==> src/rtl/serial_host.sv <==
// serial_host: UART initiator that sends register read/write frames and collects the read reply byte.
// Defining SERIAL_HOST_TIMEOUT_EN adds a read-response timeout of TIMEOUT_CYCLES clocks.
module serial_host #(
    parameter int CLK_FREQUENCY     = 50_000_000,
    parameter int BAUD              = 115_200,
    parameter int PERIPH_ADDR_WIDTH = 4,
    parameter int REG_ADDR_WIDTH    = 8,
    parameter int DBUS_WIDTH        = 8,
    parameter int TIMEOUT_CYCLES    = 1_000_000
) (
    input  logic                         clk,
    input  logic                         reset,
    input  logic                         req_valid,
    output logic                         req_ready,
    input  logic                         req_rnw,
    input  logic [PERIPH_ADDR_WIDTH-1:0] req_periph_addr,
    input  logic [REG_ADDR_WIDTH-1:0]    req_reg_addr,
    input  logic [DBUS_WIDTH-1:0]        req_wdata,
    output logic                         rsp_valid,
    output logic [DBUS_WIDTH-1:0]        rsp_rdata,
    output logic                         rsp_err,
    output logic                         busy,
    output logic                         txd,
    input  logic                         rxd
);

    localparam int CLKS_PER_BIT = CLK_FREQUENCY / BAUD;
    localparam int HALF_BIT     = CLKS_PER_BIT / 2;
    localparam int CNT_W        = $clog2(CLKS_PER_BIT + 1);
`ifdef SERIAL_HOST_TIMEOUT_EN
    localparam int TO_W         = $clog2(TIMEOUT_CYCLES + 1);
`endif

    typedef enum logic [2:0] {
        IDLE      = 3'd0,
        SEND_CMD  = 3'd1,
        SEND_ADDR = 3'd2,
        SEND_DATA = 3'd3,
        WAIT_RSP  = 3'd4,
        DONE      = 3'd5
    } state_t;

    state_t                         state_r;
    logic                           rnw_r;
    logic [PERIPH_ADDR_WIDTH-1:0]   periph_r;
    logic [REG_ADDR_WIDTH-1:0]      reg_addr_r;
    logic [DBUS_WIDTH-1:0]          wdata_r;
    logic [DBUS_WIDTH:0]            tx_shift_r;
    logic [CNT_W-1:0]               tx_cnt_r;
    logic [3:0]                     tx_bit_r;
    logic                           rx_sync1_r;
    logic                           rx_sync2_r;
    logic                           rx_prev_r;
    logic                           rx_active_r;
    logic [CNT_W-1:0]               rx_cnt_r;
    logic [3:0]                     rx_bit_r;
    logic [DBUS_WIDTH-1:0]          rx_shift_r;
`ifdef SERIAL_HOST_TIMEOUT_EN
    logic [TO_W-1:0]                to_cnt_r;
`endif
    logic                           tx_bit_end_s;
    logic                           rx_phase_end_s;

    function automatic logic [DBUS_WIDTH-1:0] cmd_byte(input logic rnw,
                                                       input logic [PERIPH_ADDR_WIDTH-1:0] periph);
        logic [DBUS_WIDTH-1:0] b;
        b = {DBUS_WIDTH{1'b0}};
        b[PERIPH_ADDR_WIDTH-1:0] = periph;
        b[DBUS_WIDTH-1] = rnw;
        return b;
    endfunction

    function automatic logic [DBUS_WIDTH-1:0] addr_byte(input logic [REG_ADDR_WIDTH-1:0] addr);
        logic [DBUS_WIDTH-1:0] b;
        b = {DBUS_WIDTH{1'b0}};
        b[REG_ADDR_WIDTH-1:0] = addr;
        return b;
    endfunction

    assign tx_bit_end_s   = (tx_cnt_r == CNT_W'(CLKS_PER_BIT - 1));
    // The start bit phase ends at mid-bit; every later phase spans a full bit, landing on mid-bit.
    assign rx_phase_end_s = (rx_bit_r == 4'd0) ? (rx_cnt_r == CNT_W'(HALF_BIT - 1))
                                               : (rx_cnt_r == CNT_W'(CLKS_PER_BIT - 1));

    // Two-flop synchronizer for rxd plus a delayed copy for start-edge detection.
    always_ff @(posedge clk or negedge reset) begin
        if (!reset) begin
            rx_sync1_r <= 1'b1;
            rx_sync2_r <= 1'b1;
            rx_prev_r  <= 1'b1;
        end else begin
            rx_sync1_r <= rxd;
            rx_sync2_r <= rx_sync1_r;
            rx_prev_r  <= rx_sync2_r;
        end
    end

    // Transaction FSM with the UART transmitter and the reply receiver.
    always_ff @(posedge clk or negedge reset) begin
        if (!reset) begin
            state_r     <= IDLE;
            rnw_r       <= 1'b0;
            periph_r    <= {PERIPH_ADDR_WIDTH{1'b0}};
            reg_addr_r  <= {REG_ADDR_WIDTH{1'b0}};
            wdata_r     <= {DBUS_WIDTH{1'b0}};
            tx_shift_r  <= {(DBUS_WIDTH + 1){1'b1}};
            tx_cnt_r    <= {CNT_W{1'b0}};
            tx_bit_r    <= 4'd0;
            rx_active_r <= 1'b0;
            rx_cnt_r    <= {CNT_W{1'b0}};
            rx_bit_r    <= 4'd0;
            rx_shift_r  <= {DBUS_WIDTH{1'b0}};
`ifdef SERIAL_HOST_TIMEOUT_EN
            to_cnt_r    <= {TO_W{1'b0}};
`endif
            req_ready   <= 1'b1;
            rsp_valid   <= 1'b0;
            rsp_rdata   <= {DBUS_WIDTH{1'b0}};
            rsp_err     <= 1'b0;
            busy        <= 1'b0;
            txd         <= 1'b1;
        end else begin
            case (state_r)
                IDLE: begin
                    if (req_valid && req_ready) begin
                        rnw_r      <= req_rnw;
                        periph_r   <= req_periph_addr;
                        reg_addr_r <= req_reg_addr;
                        wdata_r    <= req_wdata;
                        tx_shift_r <= {1'b1, cmd_byte(req_rnw, req_periph_addr)};
                        tx_cnt_r   <= {CNT_W{1'b0}};
                        tx_bit_r   <= 4'd0;
                        txd        <= 1'b0;
                        req_ready  <= 1'b0;
                        busy       <= 1'b1;
                        state_r    <= SEND_CMD;
                    end else begin
                        txd        <= 1'b1;
                    end
                end
                SEND_CMD, SEND_ADDR, SEND_DATA: begin
                    if (!tx_bit_end_s) begin
                        tx_cnt_r <= tx_cnt_r + CNT_W'(1);
                    end else if (tx_bit_r != 4'd9) begin
                        tx_cnt_r   <= {CNT_W{1'b0}};
                        txd        <= tx_shift_r[0];
                        tx_shift_r <= {1'b1, tx_shift_r[DBUS_WIDTH:1]};
                        tx_bit_r   <= tx_bit_r + 4'd1;
                    end else begin
                        // Stop bit finished: the next byte's start bit follows with no gap.
                        tx_cnt_r <= {CNT_W{1'b0}};
                        tx_bit_r <= 4'd0;
                        case (state_r)
                            SEND_CMD: begin
                                tx_shift_r <= {1'b1, addr_byte(reg_addr_r)};
                                txd        <= 1'b0;
                                state_r    <= SEND_ADDR;
                            end
                            SEND_ADDR: begin
                                if (rnw_r) begin
                                    txd         <= 1'b1;
                                    rx_active_r <= 1'b0;
`ifdef SERIAL_HOST_TIMEOUT_EN
                                    to_cnt_r    <= {TO_W{1'b0}};
`endif
                                    state_r     <= WAIT_RSP;
                                end else begin
                                    tx_shift_r <= {1'b1, wdata_r};
                                    txd        <= 1'b0;
                                    state_r    <= SEND_DATA;
                                end
                            end
                            SEND_DATA: begin
                                txd       <= 1'b1;
                                rsp_valid <= 1'b1;
                                rsp_err   <= 1'b0;
                                rsp_rdata <= {DBUS_WIDTH{1'b0}};
                                state_r   <= DONE;
                            end
                            default: begin
                                txd     <= 1'b1;
                                state_r <= IDLE;
                            end
                        endcase
                    end
                end
                WAIT_RSP: begin
                    if (!rx_active_r) begin
                        if (rx_prev_r && !rx_sync2_r) begin
                            rx_active_r <= 1'b1;
                            rx_cnt_r    <= {CNT_W{1'b0}};
                            rx_bit_r    <= 4'd0;
                        end
`ifdef SERIAL_HOST_TIMEOUT_EN
                        else if (to_cnt_r == TO_W'(TIMEOUT_CYCLES - 1)) begin
                            rsp_valid <= 1'b1;
                            rsp_err   <= 1'b1;
                            rsp_rdata <= {DBUS_WIDTH{1'b0}};
                            state_r   <= DONE;
                        end else begin
                            to_cnt_r  <= to_cnt_r + TO_W'(1);
                        end
`endif
                    end else if (!rx_phase_end_s) begin
                        rx_cnt_r <= rx_cnt_r + CNT_W'(1);
                    end else begin
                        rx_cnt_r <= {CNT_W{1'b0}};
                        if (rx_bit_r == 4'd0) begin
                            // A start bit that is high again at mid-bit was a glitch.
                            if (rx_sync2_r) begin
                                rx_active_r <= 1'b0;
                            end else begin
                                rx_bit_r    <= 4'd1;
                            end
                        end else if (rx_bit_r == 4'd9) begin
                            rx_active_r <= 1'b0;
                            rsp_valid   <= 1'b1;
                            rsp_err     <= ~rx_sync2_r;
                            rsp_rdata   <= rx_sync2_r ? rx_shift_r : {DBUS_WIDTH{1'b0}};
                            state_r     <= DONE;
                        end else begin
                            rx_shift_r <= {rx_sync2_r, rx_shift_r[DBUS_WIDTH-1:1]};
                            rx_bit_r   <= rx_bit_r + 4'd1;
                        end
                    end
                end
                DONE: begin
                    rsp_valid   <= 1'b0;
                    rsp_err     <= 1'b0;
                    rsp_rdata   <= {DBUS_WIDTH{1'b0}};
                    rx_active_r <= 1'b0;
                    busy        <= 1'b0;
                    req_ready   <= 1'b1;
                    txd         <= 1'b1;
                    state_r     <= IDLE;
                end
                default: begin
                    rsp_valid   <= 1'b0;
                    rx_active_r <= 1'b0;
                    busy        <= 1'b0;
                    req_ready   <= 1'b1;
                    txd         <= 1'b1;
                    state_r     <= IDLE;
                end
            endcase
        end
    end

endmodule

==> config.mk <==
export PLATFORM = sky130hd
export DESIGN_NAME = serial_host
export DESIGN_NICKNAME = d
export VERILOG_FILES = /design/src/rtl/serial_host.sv
export SDC_FILE = /design/constraint.sdc
export NUM_CORES = 1
export LEC_CHECK = 0
export CORE_MARGIN = 2
export CORE_UTILIZATION = 53
export CTS_CLUSTER_DIAMETER = 30
export DETAILED_ROUTE_END_ITERATION = 7
export GPL_ROUTABILITY_DRIVEN = 0
export PLACE_DENSITY = 0.71
export SYNTH_ARGS = -nofsm -noshare
export SYNTH_HDL_FRONTEND = slang
export SYNTH_SLANG_ARGS = --single-unit
==> constraint.sdc <==
create_clock -name clk -period 2.7 [get_ports clk]
set_input_delay 0.54 -clock clk [delete_from_list [all_inputs] [get_ports clk]]
set_output_delay 0.54 -clock clk [all_outputs]
set_load 0.1 [all_outputs]
Yosys cells after proc, flatten, opt, wreduce, memory -nomap -nowiden
Cells that the tools add are included.

Bits in registers: 80. Logic and storage cells: 157. Input bits: 25. Output and inout port bits: 13.

Equality and inequality tests: 25. Muxes and demuxes: 79. $add $sub $neg: 4. Reductions and logical operators: 23. Bitwise operators: 6.

Operators by type and width (number): $mux 9 (9); $mux 8 (8); $pmux 9 s2 (3); $mux 4 (9); $mux 1 (31); $mux 3 (8); $pmux 8 s3 (1); $ne 2x2->1 const B (10); $reduce_and 5->1 (4); $add 9x1->9 const B (2); $eq 9x9->1 const B (2); $pmux 3 s3 (2); $reduce_and 8->1 (2); $ne 4x4->1 const B (3); $pmux 1 s3 (4); $reduce_and 2->1 (5); $eq 9x8->1 const B (1); $add 4x1->4 const B (2); $pmux 4 s2 (1); $reduce_and 7->1 (1); $eq 3x2->1 const B (2); $eq 3x3->1 const B (2); $ne 3x3->1 const B (2); $not 1->1 (6); other kinds (13) (17).

Depth between registers and ports, before layout
Depth after elaboration: 6. Mapped depth: 9.

Least setup slack after synthesis
Ideal clock, no wire load.

Kind: reg-to-reg. Start: reg req_ready. End: reg tx_shift_r[0]. Stages on the path, launching flop included: 6. Setup slack: 601 ps. Clock period less this slack: 2099 ps. Arrival time: 2017 ps. Cells stage by stage: dfstp_2 -> nand2_1 -> a21oi_1 -> a21boi_1 -> o21ai_2 -> mux2_2.

Longest elaborated chain between the ends: 3.

RTL lines: start, declared (RTL line 14) `output logic req_ready,`; start signal, assigned (RTL line 116) `req_ready <= 1'b1;`; start signal, assigned (RTL line 134) `req_ready <= 1'b0;`; start signal, assigned (RTL line 233) `req_ready <= 1'b1;`; $logic_and 1x1->1 (RTL line 125) `if (req_valid && req_ready) begin`; $ne 2x2->1 (no source line); $reduce_and 5->1 (no source line); end signal, assigned (RTL line 130) `tx_shift_r <= {1'b1, cmd_byte(req_rnw, req_periph_addr)};`; end signal, assigned (RTL line 147) `tx_shift_r <= {1'b1, tx_shift_r[DBUS_WIDTH:1]};`; end signal, assigned (RTL line 155) `tx_shift_r <= {1'b1, addr_byte(reg_addr_r)};`; end, declared (RTL line 48) `logic [DBUS_WIDTH:0] tx_shift_r;`.

No other way between the ends. A chain may end at the register's enable or synchronous reset.

Final worst setup path
Start: reg tx_bit_r[1]. End: reg rsp_rdata[7].

Longest elaborated chain between the ends: 3.

RTL lines: start, declared (RTL line 50) `logic [3:0] tx_bit_r;`; start signal, assigned (RTL line 148) `tx_bit_r <= tx_bit_r + 4'd1;`; $ne 4x4->1 (RTL line 144) `end else if (tx_bit_r != 4'd9) begin`; $ne 2x2->1 (no source line); $reduce_and 8->1 (no source line); end signal, assigned (RTL line 118) `rsp_rdata <= {DBUS_WIDTH{1'b0}};`; end signal, assigned (RTL line 177) `rsp_rdata <= {DBUS_WIDTH{1'b0}};`; end signal, assigned (RTL line 219) `rsp_rdata <= rx_sync2_r ? rx_shift_r : {DBUS_WIDTH{1'b0}};`; end, declared (RTL line 20) `output logic [DBUS_WIDTH-1:0] rsp_rdata,`.

No other way between the ends.

==> results.py <==
metrics = {
    "outcome": {
        "status": "complete, no violations",
    },
    "synthesis": {
        "synth.distinct_cells": 62,
        "synthFlopType": "dfrtp_1",
        "synth_top_cell_by_area": "dfrtp_1",
        "synth_edf_count": 0,
        "syn-num-nets": 410,
        "ys_warn_count": 0,
        "synth_area_um2": 4030,
        "synth.top_cell.area_share": 0.410,
        "async_flop_share": 1.00,
        "yosysSeqAreaShare": 0.494,
        "netlist_top_cells_count": "dfrtp_1, mux2_2, nand2_1, o21ai_0, nor2_1",
        "yosysMostFrequentCell": "dfrtp_1",
        "ys_top_cells_by_area": "dfrtp_1, mux2_2, dfstp_2",
        "ys_seq_elements": 79,
        "netlist_instances": 377,
        "syn_area_per_cell_um2": 10.7,
    },
    "power": {
        "clock_power_share": 0.390,
        "vdd_drop_max_v": 0.000276,
        "pwr-share-comb": 0.029,
        "leakagePower_nw": 2.01,
        "power_density_nw_per_um2": 439,
        "seq_power_share": 0.581,
        "intPower_mw": 1.56,
        "p_sw_mw": 0.483,
        "sw_frac_of_total": 0.236,
    },
    "sta": {
        "max_freq_ghz": 0.447,
        "worst_pin_slew_ns": 0.968,
        "setup_viol": 0,
        "rsz0062_at_grt": "no",
        "finalCritPeriodShare": 0.828,
        "fin_skew_ns": 0.00909,
        "report.final.slew_viol_count": 0,
        "slew_headroom": 0.354,
        "layout_min_cycle_time_ns": 2.24,
        "hold_viol": 0,
        "setup_tns_ns": 0,
    },
    "routing": {
        "drtAntennaViolNets": 0,
        "dr.pass1.iters": 4,
        "drc": 0,
        "wl_per_cell_um": 15.1,
        "drtIter0Drc": 153,
        "vias": 3005,
        "viasPerCell": 5.77,
        "wl_um": 7850,
    },
    "worst_setup_path": {
        "crit_start": "tx_bit_r[1]",
        "path_class": "flip-flop to flip-flop",
        "reg2regPathDepth": 7,
        "cp-end-kind": "flip-flop",
        "worst_setup_path_start_kind": "flip-flop",
        "worstPathRequired_ns": 2.98,
        "cp.arrival_ns": 2.52,
        "cp_max_fo": 15,
        "r2r_start": "tx_bit_r[1]",
    },
    "clocking": {
        "cts_buffer_depth": 2,
        "cts_root_buffer": "clkbuf_8",
        "clk_latency_ns": 0.35,
        "cts_tree": "done",
        "ctsResizeCount": 0,
        "post_cts_buffers": 0,
        "cts_buffers": 9,
        "htreeDepth": 3,
        "path_clk_slew_ns": 0.09,
        "cts_hold_buf": 0,
        "cts.sinks": 79,
    },
    "global_routing": {
        "grt_util_all_layers": 0.208,
        "grt_overflow_total": 0,
        "grt_max_degree": 80,
        "antenna_found_initial": 0,
        "grt_pass1_wl_um": 14000,
        "grt_pass1_vias": 2985,
    },
    "die": {
        "dieWidth_um": 91.2,
        "core-area_um2": 7290,
        "row_count": 31,
        "dieHeight_um": 91.2,
        "io_pins": 38,
        "start_util": 0.553,
        "die_area_um2": 8320,
    },
    "run": {
        "cap_violations": 0,
    },
    "place": {
        "port_buffers": 37,
        "dp_hpwl_um": 5510,
    },
    "min_path": {
        "hold_path.class": "primary input to asynchronous set/reset pin",
    },
    "final_layout": {
        "fin_util": 0.638,
        "areaGrowthSynthToFinish_pct": 15.5,
        "final_layout_size_suffix_gt1_frac": 0.242,
        "antennaDiodeCount": 0,
        "final_nets": 450,
    },
}
sequential cells by signal, indices dropped and copies added (netlist names):
name,flops
tx_cnt_r,9
rx_active_r,1
rsp_valid,1
rx_sync2_r,1
rsp_err,1
rx_shift_r,8
rnw_r,1
state_r,3
rx_cnt_r,9
rx_sync1_r,1
rx_bit_r,4
rsp_rdata,8
rx_prev_r,1
wdata_r,8
req_ready,1
tx_shift_r,8
txd,1
reg_addr_r,8
busy,1
tx_bit_r,4
cells in the final DEF (no fill, tap or decap), types with 3 or more instances in the layout:
cell	count
dfrtp_1	66
mux2_2	33
nand2_1	32
o21ai_0	32
nor2_1	24
clkdlybuf4s50_1	23
buf_4	23
nand3_1	17
a21oi_1	17
dfstp_2	13
nor2b_1	9
clkbuf_8	9
inv_1	8
a22o_1	8
a211oi_1	8
ha_1	8
mux2i_1	7
and3_1	5
xor2_1	4
or3_1	4
and2_1	3
xnor2_1	3
nand3b_1	3
nand4_1	3
nand2b_1	3
nor3_1	3
a31oi_1	3
o2bb2ai_1	3
inv_6	3
cell type report:
type / instances / area (um2)
fill: 621 / 2640
inverter: 8 / 30.0
clock buffer: 9 / 124
sequential: 79 / 1990
tap: 99 / 124
timing repair buffer: 46 / 403
clock inverter: 7 / 55.1
multi-input combinational: 273 / 1930
final timing paths:
path | end | slack (ns)
worst min-delay path | rx_cnt_r[4] | 0.31
max in group asynchronous | reg_addr_r[6] | 1.72
worst max register to register | rsp_rdata[7] | 0.46
min in group clk | rx_sync2_r | 0.35
worst min register to register | rx_sync2_r | 0.35
worst max-delay path | rsp_rdata[7] | 0.46
per-stage QoR:
stage                     instance area [um2]  power, mW  worst slack (ns)  hold slack [ns]  std cells
after detailed placement                 4480       1.27             0.291            0.349        505
after global routing                     4660       2.14             0.227            0.364        521
after CTS                                4660       2.08             0.467            0.355        521
after floorplan                          4030       1.21             0.601            0.244        377
final                                    4660       2.04             0.465            0.308        521
after global placement                   4480       1.27             0.327            0.345        505
logic make-up after synthesis:
kind of cell    Yosys count  synth area share
simple gates            125             0.173
compound gates           93             0.155
flops                    79             0.494
mux                      40             0.110
buf+inv                  25            0.0276
fa+ha+maj                 8            0.0248
xor+xnor                  7            0.0152
power groups by stage:
stage	combinational [mW]	clock [mW]	sequential [mW]
after floorplan	0.00237	0	1.21
after global placement	0.0613	0	1.21
after detailed placement	0.0615	0	1.21
after CTS	0.0617	0.832	1.19
after global routing	0.0677	0.883	1.19
final	0.0590	0.797	1.19
per-layer routing:
layer  vias to the layer above  global-route usage  part of all wire
met5                         -                   0                 0
met3                         8              0.0490             0.033
met4                         0              0.0568            0.0090
met1                      1488               0.280              0.46
met2                        54               0.337              0.50
li1                       1455                   -                 -
critical path, cell delays in order, from the launching register on:
cell and delay (ns):
dfrtp_1 0.41, inv_1 0.08, ha_1 0.16, and3b_1 0.47
nand3_1 0.13, o21ai_1 0.29, and3_1 0.42, a22o_1 0.20
No activity file was read; power rests on OpenSTA's default activity.
